### src/rtl/sequencer.sv
// Instruction sequencer: fetches one opcode per instruction, decodes bus strobes
// from the latched instruction, and handles external input/output handshakes.
module sequencer #(
  parameter int PC_W = 8
) (
  input  logic            clk,
  input  logic            res,
  input  logic            run,
  input  logic [7:0]      opcode,
  input  logic            judge_val,
  input  logic [7:0]      reg0_val,
  input  logic            in_valid,
  input  logic            out_ready,
  output logic [PC_W-1:0] pc,
  output logic [7:0]      ir,
  output logic [5:0]      reg_load_en,
  output logic [5:0]      reg_save_en,
  output logic            imm_drive,
  output logic            alu_drive,
  output logic            cond_eval,
  output logic            in_read,
  output logic            out_write,
  output logic            halted
);

  typedef enum logic [2:0] {IDLE, FETCH, EXEC, WAIT_IN, WAIT_OUT, HALT} state_t;

  state_t          state_reg, state_next;
  logic [PC_W-1:0] pc_reg, pc_next;
  logic [7:0]      ir_reg, ir_next;
  logic [PC_W-1:0] jump_target;

  logic [2:0] src, dst;
  logic [5:0] src_hit, dst_hit;
  logic       src_ext, dst_ext, copy_bad, copy_go;
  logic       complete, take_jump;

  assign src         = ir_reg[5:3];
  assign dst         = ir_reg[2:0];
  assign src_ext     = (src == 3'd6);
  assign dst_ext     = (dst == 3'd6);
  assign copy_bad    = (src == 3'd7) || (dst == 3'd7);
  // A copy completes only once every external party it touches is ready.
  assign copy_go     = (!src_ext || in_valid) && (!dst_ext || out_ready);
  assign jump_target = PC_W'(reg0_val);

  generate
    for (genvar gi = 0; gi < 6; gi++) begin : g_reg_sel
      assign src_hit[gi] = (src == 3'(gi));
      assign dst_hit[gi] = (dst == 3'(gi));
    end
  endgenerate

  always_ff @(posedge clk or negedge res) begin
    if (!res) begin
      state_reg <= IDLE;
      pc_reg    <= '0;
      ir_reg    <= '0;
    end else begin
      state_reg <= state_next;
      pc_reg    <= pc_next;
      ir_reg    <= ir_next;
    end
  end

  always_comb begin
    state_next  = state_reg;
    pc_next     = pc_reg;
    ir_next     = ir_reg;
    reg_load_en = '0;
    reg_save_en = '0;
    imm_drive   = 1'b0;
    alu_drive   = 1'b0;
    cond_eval   = 1'b0;
    in_read     = 1'b0;
    out_write   = 1'b0;
    complete    = 1'b0;
    take_jump   = 1'b0;

    case (state_reg)
      IDLE: begin
        if (run) state_next = FETCH;
      end
      FETCH: begin
        ir_next    = opcode;
        state_next = EXEC;
      end
      EXEC, WAIT_IN, WAIT_OUT: begin
        case (ir_reg[7:6])
          2'b00: begin
            imm_drive   = 1'b1;
            reg_save_en = 6'b000001;
            complete    = 1'b1;
          end
          2'b01: begin
            reg_load_en = 6'b000110;
            alu_drive   = 1'b1;
            reg_save_en = 6'b001000;
            complete    = 1'b1;
          end
          2'b11: begin
            reg_load_en = 6'b001000;
            cond_eval   = 1'b1;
            take_jump   = judge_val;
            complete    = 1'b1;
          end
          default: begin
            if (copy_bad) begin
              state_next = HALT;
            end else if (copy_go) begin
              // src/dst code 6 never matches a register select, so no masking needed.
              reg_load_en = src_hit;
              reg_save_en = dst_hit;
              in_read     = src_ext;
              out_write   = dst_ext;
              complete    = 1'b1;
            end else begin
              state_next = src_ext ? WAIT_IN : WAIT_OUT;
            end
          end
        endcase

        if (complete) begin
          pc_next    = take_jump ? jump_target : pc_reg + PC_W'(1);
          state_next = run ? FETCH : IDLE;
        end
      end
      HALT: state_next = HALT;
      default: state_next = IDLE;
    endcase
  end

  assign pc     = pc_reg;
  assign ir     = ir_reg;
  assign halted = (state_reg == HALT);

endmodule
### config.mk
export PLATFORM = sky130hd
export DESIGN_NAME = sequencer
export DESIGN_NICKNAME = d
export VERILOG_FILES = /design/src/rtl/sequencer.sv
export SDC_FILE = /design/constraint.sdc
export NUM_CORES = 1
export LEC_CHECK = 0
export ABC_CLOCK_PERIOD_IN_PS = 1400
export CELL_PAD_IN_SITES_DETAIL_PLACEMENT = 0
export CELL_PAD_IN_SITES_GLOBAL_PLACEMENT = 2
export CORE_MARGIN = 2
export CORE_UTILIZATION = 31
export CTS_CLUSTER_DIAMETER = 100
export DETAILED_ROUTE_END_ITERATION = 12
export DONT_BUFFER_PORTS = 1
export PLACE_DENSITY_LB_ADDON = 0.12
export SYNTH_ARGS = -nofsm -noshare
export SYNTH_HDL_FRONTEND = slang
export SYNTH_SLANG_ARGS = --single-unit
### constraint.sdc
create_clock -name clk -period 1.4 [get_ports clk]
set_input_delay 0 -clock clk [delete_from_list [all_inputs] [get_ports clk]]
set_output_delay 0 -clock clk [all_outputs]
set_load 0.02 [all_outputs]
==> impl_results.rst <==
.. list-table::
   :header-rows: 1

   * - Metric
     - Value
   * - Status
     - finished, violations left
   * - Violated checks
     - setup timing
   * - Master cell of the clock root buffer
     - sky130_fd_sc_hd__clkbuf_8
   * - Static leakage
     - 0.990 nW
   * - Number of placement rows
     - 23
   * - Via count
     - 1421
   * - Maximum net fanout on the critical path
     - 4
   * - Core Area
     - 0.00397 mm²
   * - Antenna fix cells
     - 0
   * - Average wire per standard cell
     - ~16 µm
   * - Worst vdd ir
     - ~0.67 mV
   * - HPWL Detailed
     - just under 3 mm
   * - Global-route track usage on met2
     - 0.321
   * - All-layer global routing usage
     - 0.194
   * - Number of global-route vias before repair
     - roughly 1400
   * - Clock sink total
     - 19
   * - Final hold viol count
     - 0
   * - Final setup fails
     - 34
   * - Number of library cell types mapped by synthesis
     - 42
   * - Setup slack after placement
     - -0.0921 ns
   * - Die X
     - about 68 µm
   * - Port Buffers
     - 0
   * - Worst reg-to-reg setup slack
     - -0.15 ns
   * - First-pass GRT wire length
     - 6.68 mm
   * - Starting density of the core
     - 0.318
   * - Data required time of the worst path
     - 1.40 ns
   * - Register area share after synthesis
     - 0.376
   * - Maximum number of pins on one net before global-route repair
     - 20
   * - Most used routing layer
     - met2
   * - Total global routing overflow
     - 0
   * - Setup repair after global routing missed its margin
     - yes
   * - Launching element of the worst setup path
     - state_reg[1]
   * - Area growth from synthesis to final layout
     - 89.1%
   * - Wire length after detailed routing
     - 4.29 mm
   * - Maximum root-to-sink buffer count
     - 2
   * - CTS buffer count
     - 3
   * - Post-Syn Nets
     - 170
   * - Clock-pin slew of the registers on the worst-case setup and hold paths
     - 0.08 ns
   * - Post-synthesis cell count
     - 147
   * - Top-Level Pins
     - 56
   * - Period minus WS final
     - roughly 1.7 ns
   * - Worst slew margin relative to its limit
     - 0.381
   * - Number of antenna violations at the first check in global routing
     - 0
   * - Crit start category
     - register
   * - Fin crit share
     - 1.24
   * - Logic depth of the worst register-to-register path
     - 8
   * - Placer congestion estimate
     - roughly 0.86
   * - Chip Height
     - between 60 and 70 µm
   * - Max H-tree Level
     - 1
   * - Post-synthesis sequential element count
     - 19
   * - Startpoint-to-endpoint class of the critical path
     - register to primary output
   * - Setup slack after layout
     - -0.334 ns
   * - Fmax
     - 577 MHz
   * - Drt via density
     - 5.28
   * - Worst slew pin tran
     - 0.926 ns
   * - Share of final-layout standard cells stronger than drive strength 1
     - 0.575
   * - Clock Skew
     - 0.00710 ns
   * - Average cell area after synthesis
     - 8.60 µm²
   * - DRC violation count after routing
     - 0
   * - Critical path destination
     - reg_save_en[2]
   * - Critical path data arrival time
     - between 1.5 and 2 ns
   * - Clock network latency to the later pin of the worst-skew pair
     - ~0.26 ns
   * - Met1 Track Usage GR
     - 0.254
   * - Max-cap violation count
     - 0
   * - Overall power consumption
     - roughly 1.0 mW
   * - Residual antenna-violating net count after detailed routing
     - 0
   * - WHS
     - 0.118 ns
   * - Number of violations reported at the end of detailed-routing iteration 0
     - 53
   * - Mapped Area
     - 0.00126 mm²
   * - Pwr/cell area
     - between 400 and 500 mW/mm²
   * - Reg2Reg Launch Point
     - ir[3]
   * - Final Max Tran Viols
     - 0
   * - Worst r2r dst
     - pc[0]
   * - Total of warnings raised by yosys
     - 0
   * - Nets
     - approximately 240
   * - Die footprint
     - about 0.0046 mm²
   * - Worst hold-check path type
     - input port to primary output
   * - Met3 usage in global routing
     - 0.0493
   * - Number of detailed-route iterations in the first pass
     - 6
   * - Critical path endpoint category
     - primary output
   * - TritonCTS clock tree
     - done
[power by group]
part / switching (mW) / internal (mW) / total, mW
clock network: 0.195 / 0.202 / 0.397
registers: 0 / 0.548 / 0.548
logic: 0.0221 / 0.0412 / 0.0632
[how the worst min path moves through the flow]
stage	cells after the start	slack (ns)	startpoint	endpoint
4_1_cts	3	0.15	judge_val	pc[0]
5_1_grt	1	0.12	in_valid	in_read
3_3_place_gp	0	-0.30	res	ir[2]
6_report	1	0.12	in_valid	in_read
2_1_floorplan	0	-0.30	res	ir[0]
3_5_place_dp	0	-0.29	res	ir[2]
[layout make-up]
cell class | instances | area, µm²
clock buffers | 4 | 45.0
multi-input cells | 120 | 1080
inverters | 2 | 7.51
well taps | 50 | 62.6
flip-flops and latches | 19 | 485
fillers | 342 | 1580
repair buffers | 74 | 704
[cell usage in the layout (no fill, tap or decap), types with 3 or more instances in the layout]
master	count
sky130_fd_sc_hd__buf_4	40
sky130_fd_sc_hd__dlygate4sd3_1	18
sky130_fd_sc_hd__nand2_1	16
sky130_fd_sc_hd__buf_6	11
sky130_fd_sc_hd__dfrtp_1	11
sky130_fd_sc_hd__a21oi_2	8
sky130_fd_sc_hd__dfrtp_2	8
sky130_fd_sc_hd__nor2_4	7
sky130_fd_sc_hd__nand3_1	7
sky130_fd_sc_hd__mux2_4	7
sky130_fd_sc_hd__nand2b_1	6
sky130_fd_sc_hd__o21ai_0	5
sky130_fd_sc_hd__a21oi_1	4
sky130_fd_sc_hd__nand2b_4	3
sky130_fd_sc_hd__nor2_2	3
sky130_fd_sc_hd__nand4_1	3
sky130_fd_sc_hd__nor3_4	3
sky130_fd_sc_hd__nand3b_1	3
sky130_fd_sc_hd__o22ai_1	3
sky130_fd_sc_hd__clkbuf_8	3
sky130_fd_sc_hd__buf_12	3
[Yosys cell counts, drive strengths merged]
cell type	count	share of area
ha	1	0.0099
a21oi	14	0.064
nor2b	4	0.022
nand3	9	0.036
o311a	1	0.0079
o221ai	1	0.0069
a31oi	2	0.0099
inv	2	0.0059
o21a	1	0.0059
or4	1	0.0059
and3b	1	0.0069
nor3b	2	0.012
a22o	1	0.0069
or3	2	0.014
a211o	1	0.0069
a21o	1	0.0059
o22ai	4	0.025
buf	5	0.022
and3	4	0.020
nand2	18	0.053
and4	1	0.0069
nor2	11	0.035
and2b	1	0.0069
nand3b	3	0.018
a211oi	1	0.0059
dfrtp	19	0.38
nand4	3	0.015
clkbuf	1	0.0030
nor4	2	0.0099
nand2b	9	0.050
o21ai	6	0.024
mux2i	2	0.016
nor3	5	0.020
mux2	7	0.062
or2	1	0.0050
[metal layers]
metal / up-vias / part of all wire
met3: 6 / 0.064
li1: 681 / -
met2: 48 / 0.47
met5: - / 0
met1: 686 / 0.45
met4: 0 / 0.014
[cells by family (layout without fill, tap and decap cells)]
logic type	count (synthesis)	in the layout	share of synthesized area
buf+inv	8	80	0.0307
simple gates	77	77	0.336
compound gates	33	33	0.169
mux	9	9	0.0782
fa+ha+maj	1	1	0.00990
flops	19	19	0.376
[what timing repair did]
action / CTS / global route
pin swaps: 11 / 12
setup buffers: 9 / 5
setup endpoints to repair: 31 / 34
hold buffers: 18 / 0
gates cloned: 1 / 1
endpoints found under the hold margin: 36 / 0
gates resized for setup: 44 / 26
[worst max-delay path, stage by stage, from the launching register on]
cell and delay, ns:
sky130_fd_sc_hd__dfrtp_1 0.39, sky130_fd_sc_hd__nand2b_4 0.14, sky130_fd_sc_hd__o21a_4 0.21, sky130_fd_sc_hd__nand2b_4 0.16, sky130_fd_sc_hd__or3_4 0.38, sky130_fd_sc_hd__nor2b_4 0.19
[per-stage QoR]
stage          cell area (µm²)  instances  setup TNS, ns   util
2_1_floorplan             1400        147         -0.744      -
3_3_place_gp              1740        232         -0.475  0.437
3_5_place_dp              1740        232          -1.36  0.437
4_1_cts                   2220        264          -5.72  0.559
5_1_grt                   2390        269          -7.59  0.602
6_report                  2390        269          -5.55  0.602
Power figures use the tool's default switching activity.
